`src/rtl/move_sequencer_pkg.sv`:
```
// move_sequencer_pkg: shared face, turn and FSM state encodings for the move sequencer
package move_sequencer_pkg;
  typedef enum logic [2:0] {FACE_U, FACE_D, FACE_F, FACE_B, FACE_L, FACE_R} face_e;
  typedef enum logic [1:0] {TURN_ILLEGAL, TURN_CW, TURN_HALF, TURN_CCW} turns_e;
  typedef enum logic [2:0] {IDLE, LAUNCH, WAIT_CLR, WAIT_DONE, FAULT} state_e;
  localparam int MOVE_W = 5;
  function automatic logic legal_move(input logic [2:0] face, input logic [1:0] turns);
    return turns != TURN_ILLEGAL && face <= 3'(FACE_R);
  endfunction
endpackage

```
`src/rtl/move_fifo.sv`:
```
// move_fifo: synchronous FIFO with exact occupancy count
// ports: clock/reset, push/din write side, pop/dout read side, full/empty/count status
module move_fifo #(
  parameter int DEPTH = 16,
  parameter int WIDTH = 5
) (
  input  logic                     clock,
  input  logic                     reset,
  input  logic                     push,
  input  logic                     pop,
  input  logic [WIDTH-1:0]         din,
  output logic [WIDTH-1:0]         dout,
  output logic                     full,
  output logic                     empty,
  output logic [$clog2(DEPTH):0]   count
);
  localparam int AW = $clog2(DEPTH);
  logic [WIDTH-1:0] mem_q [DEPTH];
  logic [AW-1:0] wr_q, wr_d, rd_q, rd_d;
  logic [AW:0] count_q, count_d;
  logic do_push, do_pop;
  always_comb begin
    do_push = push && !full;
    do_pop  = pop && !empty;
    wr_d    = wr_q + AW'(do_push);
    rd_d    = rd_q + AW'(do_pop);
    count_d = count_q + (AW+1)'(do_push) - (AW+1)'(do_pop);
  end
  always_ff @(posedge clock) begin
    if (reset) begin
      wr_q    <= '0;
      rd_q    <= '0;
      count_q <= '0;
    end else begin
      wr_q    <= wr_d;
      rd_q    <= rd_d;
      count_q <= count_d;
    end
    if (do_push) mem_q[wr_q] <= din;
  end
  assign dout  = mem_q[rd_q];
  assign full  = count_q == (AW+1)'(DEPTH);
  assign empty = count_q == '0;
  assign count = count_q;
endmodule

```
`src/rtl/move_sequencer.sv`:
```
// move_sequencer: queues face moves and issues them one at a time to six stepper drivers
// ports: move_valid/face/turns/ready enqueue side; drv_start/steps/dir/done driver side;
//        busy, sticky fault and queue_count status
module move_sequencer
  import move_sequencer_pkg::*;
#(
  parameter int STEPS_PER_QUARTER = 50,
  parameter int QUEUE_DEPTH       = 16,
  parameter int DONE_TIMEOUT      = 2**20
) (
  input  logic       clock,
  input  logic       reset,
  input  logic       move_valid,
  input  logic [2:0] move_face,
  input  logic [1:0] move_turns,
  output logic       move_ready,
  output logic [5:0] drv_start,
  output logic [7:0] drv_steps,
  output logic [5:0] drv_dir,
  input  logic [5:0] drv_done,
  output logic       busy,
  output logic       fault,
  output logic [6:0] queue_count
);
  localparam int TW = $clog2(DONE_TIMEOUT + 1);
  state_e state_q, state_d;
  logic [2:0] face_q, face_d;
  logic [7:0] steps_q, steps_d;
  logic [5:0] dir_q, dir_d;
  logic [TW-1:0] tmo_q, tmo_d, tmo_nx;
  logic [MOVE_W-1:0] head;
  logic [$clog2(QUEUE_DEPTH):0] count;
  logic full, empty, push, pop, illegal, done_sel;
  assign push     = move_valid && move_ready && legal_move(move_face, move_turns);
  assign illegal  = move_valid && move_ready && !legal_move(move_face, move_turns);
  assign pop      = state_q == IDLE && !empty && !illegal;
  assign done_sel = drv_done[face_q];
  move_fifo #(.DEPTH(QUEUE_DEPTH), .WIDTH(MOVE_W)) u_fifo (
    .clock (clock),
    .reset (reset),
    .push  (push),
    .pop   (pop),
    .din   ({move_face, move_turns}),
    .dout  (head),
    .full  (full),
    .empty (empty),
    .count (count)
  );
  // tmo_q counts cycles since the launch cycle, so FAULT is entered exactly DONE_TIMEOUT cycles after it
  always_comb begin
    state_d = state_q;
    face_d  = face_q;
    steps_d = steps_q;
    dir_d   = dir_q;
    tmo_d   = tmo_q;
    tmo_nx  = tmo_q + TW'(1);
    case (state_q)
      IDLE: if (pop) begin
        state_d          = LAUNCH;
        face_d           = head[4:2];
        steps_d          = head[1:0] == TURN_HALF ? 8'(2 * STEPS_PER_QUARTER) : 8'(STEPS_PER_QUARTER);
        dir_d[head[4:2]] = head[1:0] != TURN_CCW;
        tmo_d            = '0;
      end
      LAUNCH: begin
        state_d = WAIT_CLR;
        tmo_d   = TW'(1);
      end
      WAIT_CLR, WAIT_DONE: begin
        tmo_d = tmo_nx;
        if (state_q == WAIT_CLR ? !done_sel : done_sel) state_d = state_q == WAIT_CLR ? WAIT_DONE : IDLE;
        else if (tmo_nx == TW'(DONE_TIMEOUT)) state_d = FAULT;
      end
      default: state_d = FAULT;
    endcase
    if (illegal) state_d = FAULT;
  end
  always_ff @(posedge clock) begin
    if (reset) begin
      state_q <= IDLE;
      face_q  <= '0;
      steps_q <= '0;
      dir_q   <= '1;
      tmo_q   <= '0;
    end else begin
      state_q <= state_d;
      face_q  <= face_d;
      steps_q <= steps_d;
      dir_q   <= dir_d;
      tmo_q   <= tmo_d;
    end
  end
  assign drv_start   = state_q == LAUNCH ? 6'b1 << face_q : '0;
  assign drv_steps   = steps_q;
  assign drv_dir     = dir_q;
  assign fault       = state_q == FAULT;
  assign move_ready  = !full && !fault;
  assign busy        = count != '0 || (state_q != IDLE && state_q != FAULT);
  assign queue_count = 7'(count);
endmodule
```
`config.mk`:
```
export PLATFORM = sky130hd
export DESIGN_NAME = move_sequencer
export DESIGN_NICKNAME = d
export VERILOG_FILES = /design/src/rtl/move_sequencer_pkg.sv /design/src/rtl/move_fifo.sv /design/src/rtl/move_sequencer.sv
export SDC_FILE = /design/constraint.sdc
export NUM_CORES = 1
export LEC_CHECK = 0
export CAP_MARGIN = 5
export CORE_ASPECT_RATIO = 1.4
export CORE_UTILIZATION = 55
export CTS_CLUSTER_DIAMETER = 150
export CTS_CLUSTER_SIZE = 40
export DETAILED_ROUTE_END_ITERATION = 8
export PLACE_DENSITY = 0.78
export SLEW_MARGIN = 10
export SYNTH_ARGS = -nofsm -noshare
export SYNTH_HDL_FRONTEND = slang
export SYNTH_SLANG_ARGS = --single-unit
```
`constraint.sdc`:
```
create_clock -name clock -period 7.67 [get_ports clock]
set_input_delay 1.1505 -clock clock [delete_from_list [all_inputs] [get_ports clock]]
set_output_delay 1.1505 -clock clock [all_outputs]
set_load 0.005 [all_outputs]
```
==> metrics.txt, run 1 <==
share of cells above drive strength 1=0.118; Clk pwr share=0.361; Total GRT Usage=0.254; clock skew=0.00699 ns; Vias=4363; Seq cells post-synth=129; Synth cell types=69; Crit path max-delay family=buffers and inverters; min cycle time layout=4.29 ns; Die Span X=91.7 µm; RSZ-0062 raised after global routing=no; CTS Buf Count=17; gr ovfl total=0; Crit Path Class=input port to flop; CTS tree=yes; max incr delay on CP=between 0.8 and 0.9 ns; Total Nets Final=around 570; Place WS=2.98 ns; IO Pins=44; Pins Over Slew Limit=0; first-pass GRT wire length=22200 µm; Post-synth EDFFs=80; Critical Path, Cell by Cell=clkdlybuf4s50_1 -> o2bb2ai_1 -> a31oi_1 -> nand2_1 -> clkinv_1 -> ha_1 -> inv_1 -> ha_1 -> fa_1 -> a21oi_1 -> nor2_1 -> or3_1 -> a21oi_1; Chip Height=128 µm; Ys Warns=0; Design Power=2250 µW; vias in the first global route=~4300; starting density of the core=0.567; buffer depth of the longest clock path=2; final hold vios=0; Detail Placement HPWL=9450 µm; Clock transition at path regs=0.06 ns; clk root buf=clkbuf_16; Pleak=0.00237 µW; Multi-input gate area=0.00253 mm²; Pwr per Cell Area=316 mW/mm²; post-synthesis sequential area ratio=0.547; Detailed Routing Iterations Pass 1=5; Die Area=between 0.01 and 0.015 mm²; commonest non-fill, non-tap cell in the layout=edfxtp_1; internal power=1560 µW; WL per Instance=around 20 µm; CP required=around 8.0 ns; Flop pwr share=0.381; Worst Setup Start Kind=input port; Fmax achieved=233 MHz; Worst EP arrival=4.62 ns; MaxCap Viol Count=0; Via density=6.24; H-tree lvl count=4; final setup vio count=0; Routability Congestion=roughly 0.90; register area=0.00338 mm²; Critical Path End Type=flop; synthesized instance count=524; Mean Syn Cell Area=11.8 µm²; highest-count cells in the layout ignoring fill and taps=80 x edfxtp_1, 49 x nor2_1, 49 x dfxtp_1, 37 x clkdlybuf4s50_1, 31 x a21oi_1; Final TNS setup=0 ns; worst reg2reg setup slack=~4.0 ns; P_sw=692 µW; Routed Antenna Nets=0; final worst setup slack=3.38 ns; cts hold-fix bufs=0; Max-slew headroom=0.347; Least-Margin Pin Slew=0.980 ns; outcome=complete, no violations; fill count=between 800 and 900; Core ar.=about 0.011 mm²; initial antenna violation count=0; Port Buffers=38; Placed Cells=around 670; total routed wirelength=about 14000 µm; Buf/Inv on CP=3; n_diodes=0; CP Max Fanout=18; # DRC=0; largest net degree at the start of global routing=51; fraction of registers with async set/reset=0; Post-CTS Resized=0; Post-Syn Area=slightly above 0.006 mm²; total setup buffers inserted after CTS=0; worst vdd ir=0.217 mV; sw frac=0.307; Non-Filler Instances=699; num rows=45; worst skew pair latency=0.42 ns; Hold WC Path Type=flop to flop; Final period util=0.559; Sink Count=129; Top FF cell, synth=edfxtp_1; slowest CP cell=clkdlybuf4s50_1; Layout area overhead=15.2%; combinational share of power=0.258; initial DRC count=251
==> power groups by stage <==
stage	registers (µW)	clock network [µW]	logic (µW)
after floorplan	837	0	422
after global placement	869	0	563
after detailed placement	871	0	577
after CTS	858	821	583
after global routing	865	850	646
final	858	812	581
==> stage by stage <==
step,hold slack (ns),utilization,area (µm²)
floorplan,0.465,-,6200
global placement,0.480,0.598,6530
detailed placement,0.483,0.598,6530
CTS,0.496,0.653,7130
global route,0.518,0.653,7130
finish,0.503,0.653,7130
==> path summary, 6_finish.rpt <==
| kind | from | to | depth (start not counted) |
|---|---|---|---|
| hold / removal | drv_dir[2] | drv_dir[2] | 2 |
| hold reg to reg | drv_dir[2] | drv_dir[2] | 2 |
| setup reg to reg | u_fifo.count[2] | u_fifo.count[4] | 14 |
| setup / recovery | move_face[1] | u_fifo.count[4] | 13 |
==> state kept, by name, indices dropped and copies added, names as in the netlist <==
signal / flops
drv_dir: 6
drv_steps: 3
face_q: 3
state_q: 3
tmo_q: 21
u_fifo.count: 5
u_fifo.mem_q: 80
u_fifo.rd_q: 4
u_fifo.wr_q: 4
==> cells by family after synthesis <==
family / synth area share
flops: 0.547
compound gates: 0.117
simple gates: 0.153
other cells: 0.000606
xor+xnor: 0.0170
fa+ha+maj: 0.0275
buf+inv: 0.0469
mux: 0.0910
==> worst register-to-register path: stages, from the launching register on <==
cell	delay, ns
dfxtp_1	0.33
inv_1	0.08
ha_1	0.22
nor4b_1	0.58
a31oi_1	0.19
nand2_1	0.20
clkinv_1	0.26
ha_1	0.36
inv_1	0.04
ha_1	0.21
fa_1	0.40
a21oi_1	0.14
nor2_1	0.07
or3_1	0.35
a21oi_1	0.15
==> metal layers <==
metal / track usage / share of wire
met2: 0.474 / 0.55
met1: 0.273 / 0.38
met4: 0.116 / 0.028
met3: 0.0518 / 0.042
met5: 0 / 0
==> cells in the mapped netlist, drive strengths merged, types with 3 or more instances <==
library cell   n  share of area
a211oi         4         0.0049
a21oi         31          0.025
a221oi         7          0.011
a22oi          4         0.0049
a311oi         5         0.0071
a31oi          5         0.0051
and2           4         0.0040
and3           7         0.0071
and4           3         0.0044
buf           23          0.027
clkbuf        20          0.012
dfxtp         49           0.16
edfxtp        80           0.39
ha            12          0.024
inv           11         0.0067
mux2i         18          0.029
mux4          17          0.062
nand2         28          0.017
nand2b         3         0.0030
nand3          7         0.0077
nand3b         3         0.0036
nand4         14          0.015
nor2          49          0.030
nor2b         11          0.011
nor3          22          0.018
nor3b          3         0.0036
nor4           5         0.0099
o21ai         22          0.018
o32ai          4         0.0057
o41ai          4         0.0057
or3            4         0.0040
xnor2         10          0.014
==> cell type report <==
type                    instances  area share
inverters                      12     0.00632
flip-flops and latches        129       0.475
multi-input cells             344       0.355
clock buffers                  17      0.0597
clock inverters                15      0.0239
well taps                     141      0.0247
repair buffers                 41      0.0558
(Power assumes the default switching activity.)
==> inputs of run 2 (changes only) <==
--- a/config.mk
+++ b/config.mk
@@ -7,11 +7,11 @@
 export LEC_CHECK = 0
 export CAP_MARGIN = 5
 export CORE_ASPECT_RATIO = 1.4
-export CORE_UTILIZATION = 55
+export CORE_UTILIZATION = 53
 export CTS_CLUSTER_DIAMETER = 150
 export CTS_CLUSTER_SIZE = 40
 export DETAILED_ROUTE_END_ITERATION = 8
-export PLACE_DENSITY = 0.78
+export PLACE_DENSITY = 0.79
 export SLEW_MARGIN = 10
 export SYNTH_ARGS = -nofsm -noshare
 export SYNTH_HDL_FRONTEND = slang
==> constraint.sdc (replaced) <==
create_clock -name clock -period 3.5 [get_ports clock]
set_input_delay 0.525 -clock clock [delete_from_list [all_inputs] [get_ports clock]]
set_output_delay 0.525 -clock clock [all_outputs]
set_load 0.005 [all_outputs]
==> run 2 against run 1 <==
Compared with the run above:
- clock skew about the same
- highest routed layer unchanged
- critical endpoint unchanged
- first-iteration DRC count down 3.6%
- worst setup slack worse by 3.1 ns
==> metrics.txt, run 2 (synthesized netlist as in run 1, its figures left out) <==
Flop pwr share=0.370 (was 0.381); starting density of the core=0.546 (was 0.567); Multi-input gate area=0.00253 mm² (unchanged); min cycle time layout=roughly 3.2 ns; clk root buf=clkbuf_16 (unchanged); Largest Register=u_fifo.mem_q (unchanged); outcome=complete, no violations (unchanged); total setup buffers inserted after CTS=0 (unchanged); IO Pins=44 (unchanged); fill count=838 (was 806); Crit Path Class=flop to flop (was input port to flop); buffer depth of the longest clock path=2 (unchanged); Total GRT Usage=0.254 (about the same); Pwr per Cell Area=698 mW/mm² (was 316 mW/mm²); slowest CP cell=nor4b_1 (was clkdlybuf4s50_1); Port Buffers=38 (unchanged); final setup vio count=0 (unchanged); Clk pwr share=0.355 (was 0.361); Crit path max-delay family=adder cells (was buffers and inverters); Clock transition at path regs=0.06 ns (about the same); Fmax achieved=311 MHz; worst reg2reg setup slack=0.28 ns (was 4.02 ns); num rows=46 (was 45); RR Endpoint=u_fifo.count[4] (unchanged); Least-Margin Pin Slew=1.03 ns (was 0.980 ns); Die Area=0.0121 mm² (was 0.0117 mm²); Max-slew headroom=0.313 (was 0.347); fin util=0.638 (was 0.653); end point of the critical path=u_fifo.count[4] (unchanged); Post-CTS Resized=0 (unchanged); total routed wirelength=14000 µm (about the same); initial antenna violation count=0 (unchanged); Final TNS setup=0 ns (unchanged); P_sw=1570 µW (was 692 µW); largest net degree at the start of global routing=51 (unchanged); Pins Over Slew Limit=0 (unchanged); Core ar.=0.0113 mm² (was 0.0109 mm²); RR Startpoint=u_fifo.count[3] (was u_fifo.count[2]); first-pass GRT wire length=22900 µm (was 22200 µm); Total Nets Final=585 (was 572); Min Hold Slack=0.474 ns (was 0.503 ns); Critical Path End Type=flop (unchanged); number of flip-flops in the largest register=80 (unchanged); WL per Instance=19.6 µm (was 20.0 µm); internal power=3470 µW (was 1560 µW); initial DRC count=242 (was 251); Layout area overhead=16.9% (was 15.2%); crit path launch=u_fifo.count[3] (was move_face[1]); sw frac=0.312 (was 0.307); Die Span X=93.3 µm (was 91.7 µm); CTS tree=yes (unchanged); share of cells above drive strength 1=0.137 (was 0.118); CP Max Fanout=4 (was 18); Routability Congestion=0.856 (was 0.900); clock skew=0.00672 ns (was 0.00699 ns); Detail Placement HPWL=9710 µm (was 9450 µm); Buf/Inv on CP=3 (unchanged); register area=0.00338 mm² (unchanged); max incr delay on CP=0.51 ns (was 0.85 ns); vias in the first global route=4344 (was 4320); Vias=4389 (was 4363); Hold WC Path Type=flop to flop (unchanged); worst vdd ir=0.459 mV (was 0.217 mV); Routed Antenna Nets=0 (unchanged); Sink Count=129 (unchanged); Levels on crit path=14 (was 13); Pleak=0.00243 µW (was 0.00237 µW); Chip Height=130 µm (was 128 µm); Detailed Routing Iterations Pass 1=5 (unchanged); cts hold-fix bufs=0 (unchanged); gr ovfl total=0 (unchanged); final hold vios=0 (unchanged); H-tree lvl count=4 (unchanged); RSZ-0062 raised after global routing=no (unchanged); CTS Buf Count=17 (unchanged); Critical Path, Cell by Cell=inv_1 -> ha_1 -> nor4b_1 -> a31oi_1 -> nand2_1 -> clkinv_1 -> ha_1 -> inv_1 -> ha_1 -> fa_1 -> a21oi_1 -> nor2_1 -> or3_1 -> a21oi_1 (was clkdlybuf4s50_1 -> o2bb2ai_1 -> a31oi_1 -> nand2_1 -> clkinv_1 -> ha_1 -> inv_1 -> ha_1 -> fa_1 -> a21oi_1 -> nor2_1 -> or3_1 -> a21oi_1); Worst Setup Start Kind=flop (was input port); Worst EP arrival=3.55 ns (was 4.62 ns); combinational share of power=0.275 (was 0.258); Design Power=5050 µW (was 2250 µW); highest-count cells in the layout ignoring fill and taps=80 x edfxtp_1, 49 x nor2_1, 49 x dfxtp_1, 37 x clkdlybuf4s50_1, 31 x a21oi_1 (unchanged); most used cell, CP=ha_1; # DRC=0 (unchanged); MaxCap Viol Count=0 (unchanged); Final period util=0.919; n_diodes=0 (unchanged); Via density=6.14 (was 6.24); commonest non-fill, non-tap cell in the layout=edfxtp_1 (unchanged); CP required=3.83 ns (was 8.01 ns); Worst Reg-to-Reg Cells=14 (unchanged); worst skew pair latency=0.41 ns (was 0.42 ns)
## run 2: cell count changes in the layout (fill, tap and decap cells not counted)
cell / delta
inv_8: +1
buf_4: +13
clkinvlp_4: +1
clkbuf_1: +1
clkinv_2: -2
inv_6: -1
## run 2: how the worst min path moves through the flow
stage / startpoint / to / cells past startpoint
global route: drv_dir[3] / drv_dir[3] / 2
finish: drv_steps[5] / drv_steps[5] / 2
floorplan: drv_steps[5] / drv_steps[5] / 2
global placement: drv_steps[5] / drv_steps[5] / 2
detailed placement: drv_steps[5] / drv_steps[5] / 2
CTS: drv_steps[5] / drv_steps[5] / 2
## run 2: area by class of cell
type | count | area share
multi-input cells | 344 | 0.350
repair buffers | 54 | 0.0685
well taps | 144 | 0.0249
clock inverters | 14 | 0.0235
clock buffers | 18 | 0.0593
inverters | 12 | 0.00623
flip-flops and latches | 129 | 0.468
## run 2: stage by stage
step | cell area (µm²) | std cells | setup slack [ns]
detailed placement | 6630 | 683 | 0.181
CTS | 7230 | 715 | 0.301
finish | 7230 | 715 | 0.282
global route | 7230 | 715 | 0.0112
global placement | 6630 | 683 | 0.232
floorplan | 6200 | 528 | 0.452
## run 2: layer usage
metal | track usage | wire (µm)
met2 | 0.483 | 7900
met1 | 0.274 | 5160
met4 | 0.102 | 367
met5 | 0 | 0
met3 | 0.0513 | 565
## run 2: worst min-delay path, delay by kind of cell, from the launching register on
family           cells  cell delay (ns)
flip-flops           1             0.33
AND/OR/NAND/NOR      2             0.11
## run 2: power by group through the flow
stage,clock network [µW],registers [µW],logic [µW]
after detailed placement,0,1900,1370
final,1790,1870,1390
after floorplan,0,1830,924
after global placement,0,1890,1330
after global routing,1880,1880,1530
after CTS,1810,1870,1400
